<file path="src/rtl/ram_fifo_ctrl_if.sv">
// rtl/ram_fifo_ctrl_if.sv - stream and RAM-port bundle for ram_fifo_ctrl
// slave is the controller's view; master is the surrounding producer/consumer/RAM.
interface ram_fifo_ctrl_if #(
   parameter int D_WIDTH = 8,
   parameter int A_WIDTH = 8
);
   logic [D_WIDTH-1:0] in_data;
   logic               in_valid;
   logic               in_ready;
   logic [D_WIDTH-1:0] out_data;
   logic               out_valid;
   logic               out_ready;
   logic [A_WIDTH:0]   count;
   logic               ram_we;
   logic [A_WIDTH-1:0] ram_address;
   logic [D_WIDTH-1:0] ram_data_in;
   logic [D_WIDTH-1:0] ram_data_out;

   modport slave (
      input  in_data,
      input  in_valid,
      output in_ready,
      output out_data,
      output out_valid,
      input  out_ready,
      output count,
      output ram_we,
      output ram_address,
      output ram_data_in,
      input  ram_data_out
   );

   modport master (
      output in_data,
      output in_valid,
      input  in_ready,
      input  out_data,
      input  out_valid,
      output out_ready,
      input  count,
      input  ram_we,
      input  ram_address,
      input  ram_data_in,
      output ram_data_out
   );
endinterface

</file>
<file path="src/rtl/ram_fifo_ctrl.sv">
// rtl/ram_fifo_ctrl.sv - valid/ready FIFO over a single-port synchronous RAM
// Reads win the shared port; read data lands one cycle later into a registered output slot.
module ram_fifo_ctrl #(
   parameter int D_WIDTH = 8,
   parameter int A_WIDTH = 8
) (
   input  logic                 clk,
   input  logic                 reset_n,
   ram_fifo_ctrl_if.slave       bus
);
   localparam logic [A_WIDTH:0] FULL_LEVEL = {1'b1, {A_WIDTH{1'b0}}};

   logic [A_WIDTH-1:0] wr_ptr;
   logic [A_WIDTH-1:0] rd_ptr;
   logic [A_WIDTH:0]   mem_count;
   logic               read_pending;
   logic               out_valid_q;
   logic [D_WIDTH-1:0] out_data_q;

   logic rd_req;
   logic mem_empty;
   logic mem_full;
   logic in_ready_c;
   logic push;
   logic pop;

   assign mem_empty = (mem_count == '0);
   assign mem_full  = (mem_count == FULL_LEVEL);

   // A read may only be issued when the slot will be free by the time the data lands.
   assign rd_req = !mem_empty && !read_pending && (!out_valid_q || bus.out_ready);

   assign in_ready_c = reset_n && !rd_req && !mem_full;
   assign push       = bus.in_valid && in_ready_c;
   assign pop        = out_valid_q && bus.out_ready;

   assign bus.in_ready    = in_ready_c;
   assign bus.ram_we      = push;
   assign bus.ram_address = push ? wr_ptr : rd_ptr;
   assign bus.ram_data_in = bus.in_data;
   assign bus.out_valid   = out_valid_q;
   assign bus.out_data    = out_data_q;
   assign bus.count       = mem_count
                          + (A_WIDTH+1)'(read_pending)
                          + (A_WIDTH+1)'(out_valid_q);

   always_ff @(posedge clk or negedge reset_n) begin
      if (!reset_n) begin
         wr_ptr    <= '0;
         rd_ptr    <= '0;
         mem_count <= '0;
      end else if (rd_req) begin
         rd_ptr    <= rd_ptr + A_WIDTH'(1);
         mem_count <= mem_count - (A_WIDTH+1)'(1);
      end else if (push) begin
         wr_ptr    <= wr_ptr + A_WIDTH'(1);
         mem_count <= mem_count + (A_WIDTH+1)'(1);
      end
   end

   // A landing read takes precedence over a pop, so the slot stays valid across the handoff.
   always_ff @(posedge clk or negedge reset_n) begin
      if (!reset_n) begin
         read_pending <= 1'b0;
         out_valid_q  <= 1'b0;
         out_data_q   <= '0;
      end else begin
         read_pending <= rd_req;
         if (read_pending) begin
            out_data_q  <= bus.ram_data_out;
            out_valid_q <= 1'b1;
         end else if (pop) begin
            out_valid_q <= 1'b0;
         end
      end
   end
endmodule
</file>
<file path="src/flat_wrapper.sv">
// flat-port wrapper written by rule: the top's interface ports become plain ports
module ram_fifo_ctrl_flat 
#(
   parameter int D_WIDTH = 8,
   parameter int A_WIDTH = 8
)
  (clk, reset_n, bus_in_data, bus_in_valid, bus_in_ready, bus_out_data, bus_out_valid, bus_out_ready, bus_count, bus_ram_we, bus_ram_address, bus_ram_data_in, bus_ram_data_out);
  ram_fifo_ctrl_if #(.D_WIDTH(D_WIDTH), .A_WIDTH(A_WIDTH)) bus_i ();
  input  logic clk;
  input  logic reset_n;
  input wire logic [$bits(bus_i.in_data)-1:0] bus_in_data;
  input wire logic [$bits(bus_i.in_valid)-1:0] bus_in_valid;
  output wire logic [$bits(bus_i.in_ready)-1:0] bus_in_ready;
  output wire logic [$bits(bus_i.out_data)-1:0] bus_out_data;
  output wire logic [$bits(bus_i.out_valid)-1:0] bus_out_valid;
  input wire logic [$bits(bus_i.out_ready)-1:0] bus_out_ready;
  output wire logic [$bits(bus_i.count)-1:0] bus_count;
  output wire logic [$bits(bus_i.ram_we)-1:0] bus_ram_we;
  output wire logic [$bits(bus_i.ram_address)-1:0] bus_ram_address;
  output wire logic [$bits(bus_i.ram_data_in)-1:0] bus_ram_data_in;
  input wire logic [$bits(bus_i.ram_data_out)-1:0] bus_ram_data_out;
  assign bus_i.in_data = bus_in_data;
  assign bus_i.in_valid = bus_in_valid;
  assign bus_in_ready = bus_i.in_ready;
  assign bus_out_data = bus_i.out_data;
  assign bus_out_valid = bus_i.out_valid;
  assign bus_i.out_ready = bus_out_ready;
  assign bus_count = bus_i.count;
  assign bus_ram_we = bus_i.ram_we;
  assign bus_ram_address = bus_i.ram_address;
  assign bus_ram_data_in = bus_i.ram_data_in;
  assign bus_i.ram_data_out = bus_ram_data_out;
  ram_fifo_ctrl #(.D_WIDTH(D_WIDTH), .A_WIDTH(A_WIDTH)) u_core (.clk(clk), .reset_n(reset_n), .bus(bus_i));
endmodule
</file>
<file path="config.mk">
export PLATFORM = sky130hd
export DESIGN_NAME = ram_fifo_ctrl_flat
export DESIGN_NICKNAME = d
export VERILOG_FILES = /design/src/rtl/ram_fifo_ctrl_if.sv /design/src/rtl/ram_fifo_ctrl.sv /design/src/flat_wrapper.sv
export SDC_FILE = /design/constraint.sdc
export NUM_CORES = 1
export LEC_CHECK = 0
export ABC_AREA = 1
export CORE_MARGIN = 3
export CORE_UTILIZATION = 40
export DETAILED_ROUTE_END_ITERATION = 8
export HOLD_SLACK_MARGIN = 0.08
export PLACE_DENSITY = 0.67
export SLEW_MARGIN = 10
export SYNTH_ARGS = -nofsm -noshare
export SYNTH_HDL_FRONTEND = slang
export SYNTH_SLANG_ARGS = --single-unit
export TNS_END_PERCENT = 30
</file>
<file path="constraint.sdc">
create_clock -name clk -period 2.4 [get_ports clk]
set_clock_uncertainty 0.05 [all_clocks]
set_input_delay 0.36 -clock clk [delete_from_list [all_inputs] [get_ports clk]]
set_output_delay 0.36 -clock clk [all_outputs]
set_load 0.005 [all_outputs]
</file>
# Yosys cells after proc, flatten, opt, wreduce, memory -nomap -nowiden
# Index checks and enable logic that the tools add are counted.
[totals] out_inout_bits=36 word_cells=35 ff_bits=35
[op_classes] add_sub_neg=6 bitwise_logic=1 muxes=5 eq_ne=1 reduce_logical=16
[ops] op="9-bit by 1-bit adder with 9-bit output" n=2
[ops] op="9-bit 2-to-1 mux" n=2
[ops] op="8-bit by 1-bit adder with 8-bit output, second input constant" n=2
[ops] op="9-bit by 1-bit adder with 9-bit output, second input constant" n=1
[ops] op="9-bit == test, second input constant" n=1
[ops] op="9-bit logical NOT" n=1
[ops] op="9-bit by 1-bit subtractor with 9-bit output, second input constant" n=1
[ops] op="8-bit 2-to-1 mux" n=1
[ops] op="1-bit logical AND" n=6
[ops] op="1-bit logical NOT" n=5
[ops] op="2-bit nonzero test" n=2
[ops] op="1-bit 2-to-1 mux" n=2
[ops] op="2-bit AND reduction" n=1
[ops] op="1-bit logical OR" n=1
[ops] op="1-bit NOT" n=1

# Depth between registers and ports, before layout
# Gate-level depths: netlist (run 1).
[depth] word_depth=10 mapped_depth=16

# Worst setup path before layout (run 1)
# No wires, ideal clock.
[synth_path] path_type="register to register" from="register u_core.mem_count[4]" to="register u_core.mem_count[7]" slack_ns=0.163 arrival_time_ns=2.071 period_less_slack_ns=2.237 setup_ns=0.117 path_buffers=0 path_stages_with_launch=15 cell_sequence="dfrtp_1 > inv_1 > nand2_1 > nor2_2 > nand3_2 > nand2_2 > inv_2 > ha_1 > a21o_1 > a21boi_0 > nand2_1 > nand2_1 > nand2_1 > nand2_1 > nand2_1"
[synth_between] elab_chain_cells=9 word_cells_on_any_way=15
[synth_rtl] item="start, declared" line="ram_fifo_ctrl.sv:15" source="logic [A_WIDTH:0] mem_count;"
[synth_rtl] item="start signal, assigned" line="ram_fifo_ctrl.sv:54" source="mem_count <= mem_count - (A_WIDTH+1)'(1);"
[synth_rtl] item="start signal, assigned" line="ram_fifo_ctrl.sv:57" source="mem_count <= mem_count + (A_WIDTH+1)'(1);"
[synth_rtl] item="9-bit logical NOT *" line="ram_fifo_ctrl.sv:27" source="assign mem_empty = (mem_count == '0);"
[synth_rtl] item="1-bit logical NOT *" line="ram_fifo_ctrl.sv:31" source="assign rd_req = !mem_empty && !read_pending && (!out_valid_q || bus.out_ready);"
[synth_rtl] item="1-bit logical AND * (2 in series)" line="ram_fifo_ctrl.sv:31"
[synth_rtl] item="named net u_core.rd_req" line="ram_fifo_ctrl.sv:20" source="logic rd_req;"
[synth_rtl] item="1-bit logical NOT" line="ram_fifo_ctrl.sv:33" source="assign in_ready_c = reset_n && !rd_req && !mem_full;"
[synth_rtl] item="1-bit logical AND (2 in series)" line="ram_fifo_ctrl.sv:33"
[synth_rtl] item="1-bit logical AND" line="ram_fifo_ctrl.sv:34" source="assign push = bus.in_valid && in_ready_c;"
[synth_rtl] item="2-bit nonzero test (no source line)"
# The timed path passes the listed nets; every way through them passes the cells marked *. The select of a mux whose other input is x is not followed.
# A chain may end at the register's enable or synchronous reset.

# Worst setup path after layout (run 1)
[layout_path] from="register u_core.read_pending" to="output port bus_count[8]"
[layout_between] elab_chain_cells=2
[layout_rtl] item="start, declared" line="ram_fifo_ctrl.sv:16" source="logic read_pending;"
[layout_rtl] item="start signal, assigned" line="ram_fifo_ctrl.sv:68" source="read_pending <= rd_req;"
[layout_rtl] item="9-bit by 1-bit adder with 9-bit output" line="ram_fifo_ctrl.sv:44" source="+ (A_WIDTH+1)'(read_pending)"
[layout_rtl] item="9-bit by 1-bit adder with 9-bit output" line="ram_fifo_ctrl.sv:45" source="+ (A_WIDTH+1)'(out_valid_q);"
[layout_rtl] item="end, declared" line="flat_wrapper.sv:17" source="output wire logic [$bits(bus_i.count)-1:0] bus_count;"
# No other way between the ends.

==> impl_metrics.tcl, run 1 <==
set metrics [dict create \
    run_status "complete, but fails checks" \
    violations "setup timing" \
    final_cell_mix "120 x sky130_fd_sc_hd__nand2_1, 45 x sky130_fd_sc_hd__buf_4, 33 x sky130_fd_sc_hd__dfrtp_1" \
    power.static_leakage_nw 1.75 \
    1st_pass_router_iterations 4 \
    gp_congestion 0.780 \
    design_power_total_mw 4.62 \
    power.ir.vdd_worst_mv 0.772 \
    height_of_the_die_um 82.6 \
    postSynth.topFlopCell "sky130_fd_sc_hd__dfrtp_1" \
    clk_pin_slew_worst_paths_ns 0.07 \
    row_count 27 \
    grt_max_degree 22 \
    r2r_setup_slack_ns -0.07 \
    drt_iter0_drc 96 \
    synthDistinctLibCells 27 \
    place_inst 439 \
    floorplan.die.width_um 82.6 \
    first_global_vias 2089 \
    globalRoute.totalOverflow 0 \
    place.port_buffers 39 \
    rsz_0062_raised_after_global_routing "yes" \
    fill_cells 503 \
    cts_max_path_buffers 2 \
    floorplan.io_pins 56 \
    cp_data_required_time_ns 1.99 \
    clock_tree.root_cell "sky130_fd_sc_hd__clkbuf_8" \
    cts_tree "built" \
    crit_type "register to primary output" \
    layout-drive-gt1-share_pct 28.2 \
    critical_path_arrival_ns 2.13 \
    via_count 2166 \
    area_growth_syn_to_layout_pct 38.7 \
    cts_sinks 35 \
    final_cell_count_no_fill 462 \
    cap_viol_max_count 0 \
    drc 0 \
    starting_density_pct 41.8 \
    finalCritPeriodShare_pct 106 \
    hpwl_um 4050 \
    dpl-instance-area_mm2 0.00300 \
    synth_fp_nets 337 \
    syn_avg_cell_area_um2 7.69 \
    timing.reg2reg.worst_path_depth 16 \
    num_antenna_cells 0 \
    final_antenna_net_count 0 \
    finish.instance_area_mm2 0.00325 \
    finalMaxSlewViolations 0 \
    synth_seq_area_share_pct 37.3 \
    slew_headroom_pct 79.4 \
    grt_antenna_before_repair 0 \
    fp.coreArea_mm2 0.00561 \
    first_pass_grt_wire_length_um 9540 \
    timing.critical_path.from_type "register" \
    area.sequential_um2 878 \
    synth_cells 305 \
    synth-edff-count 0 \
    pre_cts_ws_ns -0.276 \
    flip_flop_and_latch_count_after_synthesis 35 \
    clk_latency_ns 0.29 \
    layout.cells.most_common "sky130_fd_sc_hd__nand2_1" \
    yosysWarnings 0 \
    cp-end-kind "primary output" \
    timing.hold.worst_path_depth 2 \
    die_area_mm2 0.00682 \
    num-nets-final 421 \
    report.final.setup_viol 8 \
    routed_wirelength_um 5780 \
    upper_clock_frequency_limit_mhz 394 \
    htree_num_levels 2 \
    avgViaCountPerCell 4.69 \
    transition_time_of_the_tightest_slew_check_pin_ns 0.308 \
    holdCritPathClass "register to register" \
    grt_util_all_layers_pct 18.3 \
    cts-buffers-inserted 5 \
    route.detailed.wl_per_inst_um 12.5 \
    worst-path-max-fanout 2 \
    ys_async_sr_fraction_pct 100 \
    total_power_density_per_cell_area_mw_per_mm2 1420 \
    multi_input_logic_area_mm2 0.00133 \
    setup_ws_ns -0.138 \
    finalHoldViolations 0 \
    finalCriticalPeriod_ns 2.54 \
    syn-cell-area_mm2 0.00235 \
]
[flip-flops by register name, indices dropped and copies added, names as in the netlist]
name                  cells
u_core.bus.out_data       8
u_core.bus.out_valid      1
u_core.wr_ptr             8
u_core.read_pending       1
u_core.mem_count          9
u_core.rd_ptr             8
[metal layers]
layer / up-vias / GRT usage (%) / routed length, um
met1: 996 / 23.3 / 2570
met3: 12 / 3.36 / 281
met4: 0 / 4.08 / 89
met2: 53 / 32.1 / 2840
li1: 1105 / - / -
met5: - / 0 / 0
[report_power, final]
group / internal [mW] / total (mW) / leakage, nW / switching, mW
registers: 0.849 / 1.07 / 0.437 / 0.223
logic: 1.56 / 3.14 / 1.27 / 1.59
clock network: 0.204 / 0.407 / 0.0422 / 0.203
[repair_timing]
item	4_1_cts	5_1_grt
setup endpoints to repair	16	19
pin swaps	7	9
cloned	0	0
setup buffers	5	9
resized for setup	44	29
hold buffers	3	0
endpoints found under the hold margin	6	0
[synth_stat cells (3+ instances only)]
master | count | share of area (%)
sky130_fd_sc_hd__a21oi_1 | 5 | 1.1
sky130_fd_sc_hd__xor2_1 | 18 | 6.7
sky130_fd_sc_hd__nand2_2 | 6 | 1.6
sky130_fd_sc_hd__nand2_1 | 124 | 20
sky130_fd_sc_hd__buf_4 | 10 | 3.2
sky130_fd_sc_hd__nand3_2 | 3 | 1.3
sky130_fd_sc_hd__ha_1 | 10 | 5.3
sky130_fd_sc_hd__o21ai_2 | 8 | 3.0
sky130_fd_sc_hd__xnor2_1 | 7 | 2.6
sky130_fd_sc_hd__nor3_1 | 3 | 0.64
sky130_fd_sc_hd__inv_1 | 30 | 4.8
sky130_fd_sc_hd__nand3_1 | 20 | 4.3
sky130_fd_sc_hd__dfrtp_1 | 35 | 37
sky130_fd_sc_hd__nor2_1 | 8 | 1.3
sky130_fd_sc_hd__buf_6 | 3 | 1.4
[cells by family after synthesis]
kind of cell,synth area share [%]
compound gates,5.23
xor+xnor,9.33
fa+ha+maj,7.04
buf+inv,10.2
flops,37.3
simple gates,30.8
[critical path, cell delays in order (launching register included)]
cell,delay (ns)
sky130_fd_sc_hd__dfrtp_1,0.39
sky130_fd_sc_hd__inv_4,0.05
sky130_fd_sc_hd__fa_2,0.39
sky130_fd_sc_hd__inv_2,0.10
sky130_fd_sc_hd__ha_4,0.16
sky130_fd_sc_hd__nand3_4,0.08
sky130_fd_sc_hd__nor3_4,0.18
sky130_fd_sc_hd__buf_4,0.15
sky130_fd_sc_hd__nand3_2,0.07
sky130_fd_sc_hd__xor2_1,0.15
sky130_fd_sc_hd__buf_2,0.13
[final cells by class]
type / instances / area share, %
Tap cell: 72 / 2.77
Multi-Input combinational cell: 223 / 40.9
Timing Repair Buffer: 90 / 22.8
Clock buffer: 7 / 2.35
Sequential cell: 35 / 27.0
Clock inverter: 1 / 0.154
Inverter: 34 / 4.04
[worst paths after layout]
check	from	endpoint
min in group asynchronous	reset_n	u_core.read_pending$_DFF_PN0_
worst min register to register	u_core.bus.out_data[6]$_DFFE_PN0P_	u_core.bus.out_data[6]$_DFFE_PN0P_
max in group asynchronous	reset_n	u_core.mem_count[5]$_DFFE_PN0P_
worst min-delay path	u_core.bus.out_data[6]$_DFFE_PN0P_	u_core.bus.out_data[6]$_DFFE_PN0P_
worst max register to register	u_core.mem_count[0]$_DFFE_PN0P_	u_core.mem_count[7]$_DFFE_PN0P_
worst max-delay path	u_core.read_pending$_DFF_PN0_	bus_count[8]
[metrics by stage]
step           hold slack, ns  utilization [%]  TNS (ns)
2_1_floorplan          0.0144                -         0
3_3_place_gp            0.191             53.4     -1.68
3_5_place_dp            0.192             53.4     -2.01
4_1_cts                 0.430             56.6    -0.314
5_1_grt                 0.437             58.0     -1.77
6_report                0.422             58.0    -0.441
No activity file was read; power rests on OpenSTA's default activity.
==> inputs of run 2 (changes only) <==
==> constraint.sdc (replaced) <==
create_clock -name clk -period 2.4 [get_ports clk]
set_clock_uncertainty 0.05 [all_clocks]
set_input_delay 0.48 -clock clk [delete_from_list [all_inputs] [get_ports clk]]
set_output_delay 0.48 -clock clk [all_outputs]
set_load 0.005 [all_outputs]
==> impl_metrics.tcl, run 2 (same netlist as run 1, synthesis figures left out) <==
set metrics [dict create \
    dpl-instance-area_mm2 0.00300 \
    total_power_density_per_cell_area_mw_per_mm2 1460 \
    fp.coreArea_mm2 0.00561 \
    floorplan.die.width_um 82.6 \
    clk_latency_ns 0.28 \
    worst-path-max-fanout 2 \
    cts_max_path_buffers 2 \
    timing.critical_path.from_type "register" \
    height_of_the_die_um 82.6 \
    registers.top_by_ff_count "u_core.mem_count" \
    cp_num_buf_inv 4 \
    pre_cts_ws_ns -0.332 \
    grt_util_met1_pct 22.3 \
    finalHoldViolations 0 \
    place_inst 440 \
    netSwitchingPower_mw 2.11 \
    cp_common_cell "sky130_fd_sc_hd__inv_2" \
    power.static_leakage_nw 1.74 \
    final_cell_count_no_fill 456 \
    cts_tree "built" \
    power_frac_clock_pct 9.8 \
    htree_num_levels 2 \
    groute.layer.met3.usage_pct 3.69 \
    drc 0 \
    die_area_mm2 0.00682 \
    num_antenna_cells 0 \
    area_growth_syn_to_layout_pct 41.1 \
    holdCritPathClass "input port to async pin" \
    crit_type "register to primary output" \
    grt_util_all_layers_pct 18.0 \
    drt_iter0_drc 92 \
    cts_hold_repair.buffers 0 \
    grt_antenna_before_repair 0 \
    clk_pin_slew_worst_paths_ns 0.07 \
    setup_ws_ns -0.0382 \
    critical_path_arrival_ns 1.91 \
    1st_pass_router_iterations 4 \
    first_global_vias 2131 \
    floorplan.io_pins 56 \
    avgViaCountPerCell 4.78 \
    route.detailed.wl_per_inst_um 12.9 \
    logic_depth_of_the_worst_setup_path_including_buffers 9 \
    routed_wirelength_um 5870 \
    globalRoute.totalOverflow 0 \
    final_core_utilization_pct 59.0 \
    rr_endpoint "u_core.mem_count[7]$_DFFE_PN0P_" \
    p_int_mw 2.73 \
    largest_register_ff_count 9 \
    upper_clock_frequency_limit_mhz 410 \
    finalCritPeriodShare_pct 102 \
    transition_time_of_the_tightest_slew_check_pin_ns 0.447 \
    hpwl_um 4090 \
    via_count 2180 \
    rsz_0062_raised_after_global_routing "yes" \
    cts_sinks 35 \
    finalMaxSlewViolations 0 \
    cap_viol_max_count 0 \
    timing.reg2reg.worst_path_depth 17 \
    slew_headroom_pct 70.2 \
    power.ir.vdd_worst_mv 0.763 \
    fin_tns_setup_ns -0.122 \
    comb_power_share_pct 68.1 \
    cts-buffers-inserted 5 \
    critPathTopFamily "adder cells" \
    violations "setup timing" \
    r2r_setup_slack_ns 0.03 \
    timing.critical_path.slowest_cell_delay_ns 0.38 \
    starting_density_pct 41.8 \
    report.final.setup_viol 4 \
    path_cells "inv_2, fa_2, inv_2, ha_4, nand3_2, nor3_2, buf_4, xor2_1, buf_2" \
    final.hold.worst_slack_ns 0.267 \
    row_count 27 \
    gr_util_met2_pct 30.9 \
    finish.instance_area_mm2 0.00331 \
    grt_max_degree 36 \
    regToRegStartpoint "u_core.mem_count[5]$_DFFE_PN0P_" \
    final_antenna_net_count 0 \
    design_power_total_mw 4.84 \
    final_cell_mix "117 x sky130_fd_sc_hd__nand2_1, 40 x sky130_fd_sc_hd__buf_4, 34 x sky130_fd_sc_hd__dfrtp_1" \
    clock_tree.root_cell "sky130_fd_sc_hd__clkbuf_8" \
    seq_pwr_share_pct 22.1 \
    grt_most_used_layer "met2" \
    run_status "complete, but fails checks" \
    cp_data_required_time_ns 1.87 \
    gp_congestion 0.810 \
    sw_frac_of_total_pct 43.7 \
    cp-end-kind "primary output" \
    finalCriticalPeriod_ns 2.44 \
    first_pass_grt_wire_length_um 9510 \
    place.port_buffers 39 \
    layout-drive-gt1-share_pct 32.3 \
    layout.cells.most_common "sky130_fd_sc_hd__nand2_1" \
    critical_path.slowest_cell "sky130_fd_sc_hd__fa_2" \
    num-nets-final 415 \
]
run 2: cell types whose count changed in the layout (fill, tap and decap cells not counted), sizes merged:
| cell | before | now |
|---|---|---|
| clkbuf | 14 | 11 |
| inv | 33 | 34 |
| clkdlybuf4s15 | 2 | 0 |
| clkdlybuf4s50 | 21 | 20 |
| clkinvlp | 0 | 1 |
| buf | 53 | 58 |
| clkinv | 2 | 0 |
| dlygate4sd3 | 3 | 0 |
| dlygate4sd2 | 2 | 0 |
run 2: worst max-delay path by stage:
stage                                      from                  to
2_1_floorplan     u_core.read_pending$_DFF_PN0_        bus_count[8]
3_3_place_gp   u_core.bus.out_valid$_DFFE_PN0P_        bus_count[6]
3_5_place_dp   u_core.bus.out_valid$_DFFE_PN0P_        bus_count[6]
4_1_cts         u_core.mem_count[0]$_DFFE_PN0P_        bus_count[6]
5_1_grt         u_core.mem_count[1]$_DFFE_PN0P_  bus_ram_address[6]
6_report       u_core.bus.out_valid$_DFFE_PN0P_        bus_count[6]
run 2: area by class of cell:
type	instances	area (um2)
clock inverters	1	7.51
multi-input cells	223	1410
fillers	498	2300
flip-flops and latches	35	877
well taps	72	90.1
clock buffers	7	96.3
inverters	34	138
repair buffers	84	692
run 2: metal layers:
metal	share of wire (%)	vias up
met5	0	-
met4	1.7	0
met3	4.9	8
met2	50	52
met1	44	1033
li1	-	1087
run 2: what timing repair did:
item,in CTS,in global routing
pin swaps,9,14
resized for setup,53,55
setup endpoints to repair,19,23
buffers inserted,4,5
gates cloned,1,0
run 2: power groups by stage:
stage / clock network [mW] / registers (mW) / logic (mW)
floorplan: 0 / 1.06 / 1.63
global route: 0.515 / 1.10 / 3.70
CTS: 0.491 / 1.06 / 3.01
detailed placement: 0 / 1.05 / 3.00
global placement: 0 / 1.05 / 2.90
finish: 0.475 / 1.07 / 3.30
==> inputs of run 3 (changes only) <==
--- a/config.mk
+++ b/config.mk
@@ -11,6 +11,7 @@
 export DETAILED_ROUTE_END_ITERATION = 8
 export HOLD_SLACK_MARGIN = 0.08
 export PLACE_DENSITY = 0.67
+export SKIP_LAST_GASP = 1
 export SLEW_MARGIN = 10
 export SYNTH_ARGS = -nofsm -noshare
 export SYNTH_HDL_FRONTEND = slang
==> impl_metrics.tcl, run 3 (same netlist as run 1, synthesis figures left out) <==
set metrics [dict create \
    critical_path_arrival_ns 1.92 \
    dpl-instance-area_mm2 0.00300 \
    largest_register_ff_count 9 \
    cts_sinks 35 \
    pre_cts_ws_ns -0.332 \
    final_cell_mix "120 x sky130_fd_sc_hd__nand2_1, 39 x sky130_fd_sc_hd__buf_4, 34 x sky130_fd_sc_hd__dfrtp_1" \
    cts_hold_repair.buffers 0 \
    hpwl_um 4090 \
    critPathTopFamily "adder cells" \
    transition_time_of_the_tightest_slew_check_pin_ns 0.443 \
    timing.critical_path.from_type "register" \
    gr_util_met2_pct 31.4 \
    holdCritPathClass "input port to async pin" \
    clk_pin_slew_worst_paths_ns 0.07 \
    grt_most_used_layer "met2" \
    layout.cells.most_common "sky130_fd_sc_hd__nand2_1" \
    upper_clock_frequency_limit_mhz 408 \
    cts-buffers-inserted 5 \
    finalHoldViolations 0 \
    floorplan.die.width_um 82.6 \
    final.hold.worst_slack_ns 0.263 \
    drc 0 \
    routed_wirelength_um 5740 \
    drt_iter0_drc 83 \
    report.final.setup_viol 13 \
    layout-drive-gt1-share_pct 28.2 \
    critical_path.slowest_cell "sky130_fd_sc_hd__fa_2" \
    run_status "complete, but fails checks" \
    height_of_the_die_um 82.6 \
    cts_max_path_buffers 2 \
    groute.layer.met3.usage_pct 3.69 \
    cp-end-kind "primary output" \
    route.detailed.wl_per_inst_um 12.5 \
    violations "setup timing" \
    final_antenna_net_count 0 \
    htree_num_levels 2 \
    grt_max_degree 36 \
    cp_num_buf_inv 4 \
    total_power_density_per_cell_area_mw_per_mm2 1430 \
    worst-path-max-fanout 2 \
    crit_type "register to primary output" \
    grt_util_all_layers_pct 18.1 \
    cp_common_cell "sky130_fd_sc_hd__inv_2" \
    clock_tree.root_cell "sky130_fd_sc_hd__clkbuf_8" \
    grt_antenna_before_repair 0 \
    power.ir.vdd_worst_mv 0.799 \
    setup_ws_ns -0.0521 \
    place_inst 440 \
    finalMaxSlewViolations 0 \
    slew_headroom_pct 70.4 \
    cap_viol_max_count 0 \
    rsz_0062_raised_after_global_routing "yes" \
    finish.instance_area_mm2 0.00329 \
    row_count 27 \
    cp_data_required_time_ns 1.87 \
    timing.critical_path.slowest_cell_delay_ns 0.38 \
    starting_density_pct 41.8 \
    final_cell_count_no_fill 458 \
    grt_util_met1_pct 22.3 \
    clk_latency_ns 0.29 \
    globalRoute.totalOverflow 0 \
    cts_tree "built" \
    die_area_mm2 0.00682 \
    registers.top_by_ff_count "u_core.mem_count" \
    finalCriticalPeriod_ns 2.45 \
    1st_pass_router_iterations 4 \
    avgViaCountPerCell 4.72 \
    place.port_buffers 39 \
    final_core_utilization_pct 58.7 \
    via_count 2160 \
    floorplan.io_pins 56 \
    num_antenna_cells 0 \
    first_global_vias 2114 \
    finalCritPeriodShare_pct 102 \
    first_pass_grt_wire_length_um 9520 \
    path_cells "inv_2, fa_2, inv_2, ha_4, nand3_2, nor3_2, buf_4, xor2_1, buf_2" \
    num-nets-final 417 \
    power.static_leakage_nw 1.75 \
    area_growth_syn_to_layout_pct 40.3 \
    fp.coreArea_mm2 0.00561 \
    gp_congestion 0.810 \
]
run 3: cell count changes in the layout (fill, tap and decap cells not counted), moves of 3 or more:
cell | previous run | this run
sky130_fd_sc_hd__buf_2 | 13 | 7
sky130_fd_sc_hd__ha_1 | 4 | 8
sky130_fd_sc_hd__ha_4 | 6 | 2
sky130_fd_sc_hd__nand2_1 | 117 | 120
sky130_fd_sc_hd__nand2_2 | 11 | 8
sky130_fd_sc_hd__nand3_1 | 15 | 18
sky130_fd_sc_hd__nand3_2 | 7 | 4
run 3: final timing paths:
path,cells after the start,slack [ns],endpoint,from
worst min register to register,2,0.42,u_core.bus.out_data[3]$_DFFE_PN0P_,u_core.bus.out_data[3]$_DFFE_PN0P_
min in group clk,2,0.42,u_core.bus.out_data[3]$_DFFE_PN0P_,u_core.bus.out_data[3]$_DFFE_PN0P_
worst max-delay path,9,-0.05,bus_count[6],u_core.bus.out_valid$_DFFE_PN0P_
worst min-delay path,2,0.26,u_core.bus.out_data[2]$_DFFE_PN0P_,reset_n
max in group asynchronous,2,1.70,u_core.mem_count[1]$_DFFE_PN0P_,reset_n
worst max register to register,15,0,u_core.mem_count[7]$_DFFE_PN0P_,u_core.mem_count[5]$_DFFE_PN0P_
run 3: routing by layer:
metal / up-vias / part of all wire (%) / wire length, um
li1: 1095 / - / -
met1: 1011 / 44 / 2540
met2: 47 / 49 / 2820
met3: 7 / 5.0 / 286
met4: 0 / 1.5 / 88
met5: - / 0 / 0
run 3: cell type report:
class,instances,area (um2)
fill,502,2320
multi-input combinational,223,1330
sequential,35,877
timing repair buffer,86,761
inverter,34,135
clock buffer,7,96.3
tap,72,90.1
clock inverter,1,7.51
run 3: power by group:
group          switching [mW]  internal, mW
Combinational            1.59          1.57
Sequential              0.227         0.847
Clock                   0.219         0.261
Total                    2.03          2.68
run 3: what timing repair did:
action                     CTS  global route
pin swaps                    9            10
gates cloned                 1             1
resized for setup           38            43
setup endpoints to repair   19            24
setup buffers                4             6
run 3: stage by stage:
step,setup TNS [ns],total power [mW]
3_3_place_gp,-4.59,3.96
5_1_grt,-2.52,5.17
2_1_floorplan,0,2.69
3_5_place_dp,-5.16,4.06
6_report,-0.376,4.71
4_1_cts,-1.88,4.58
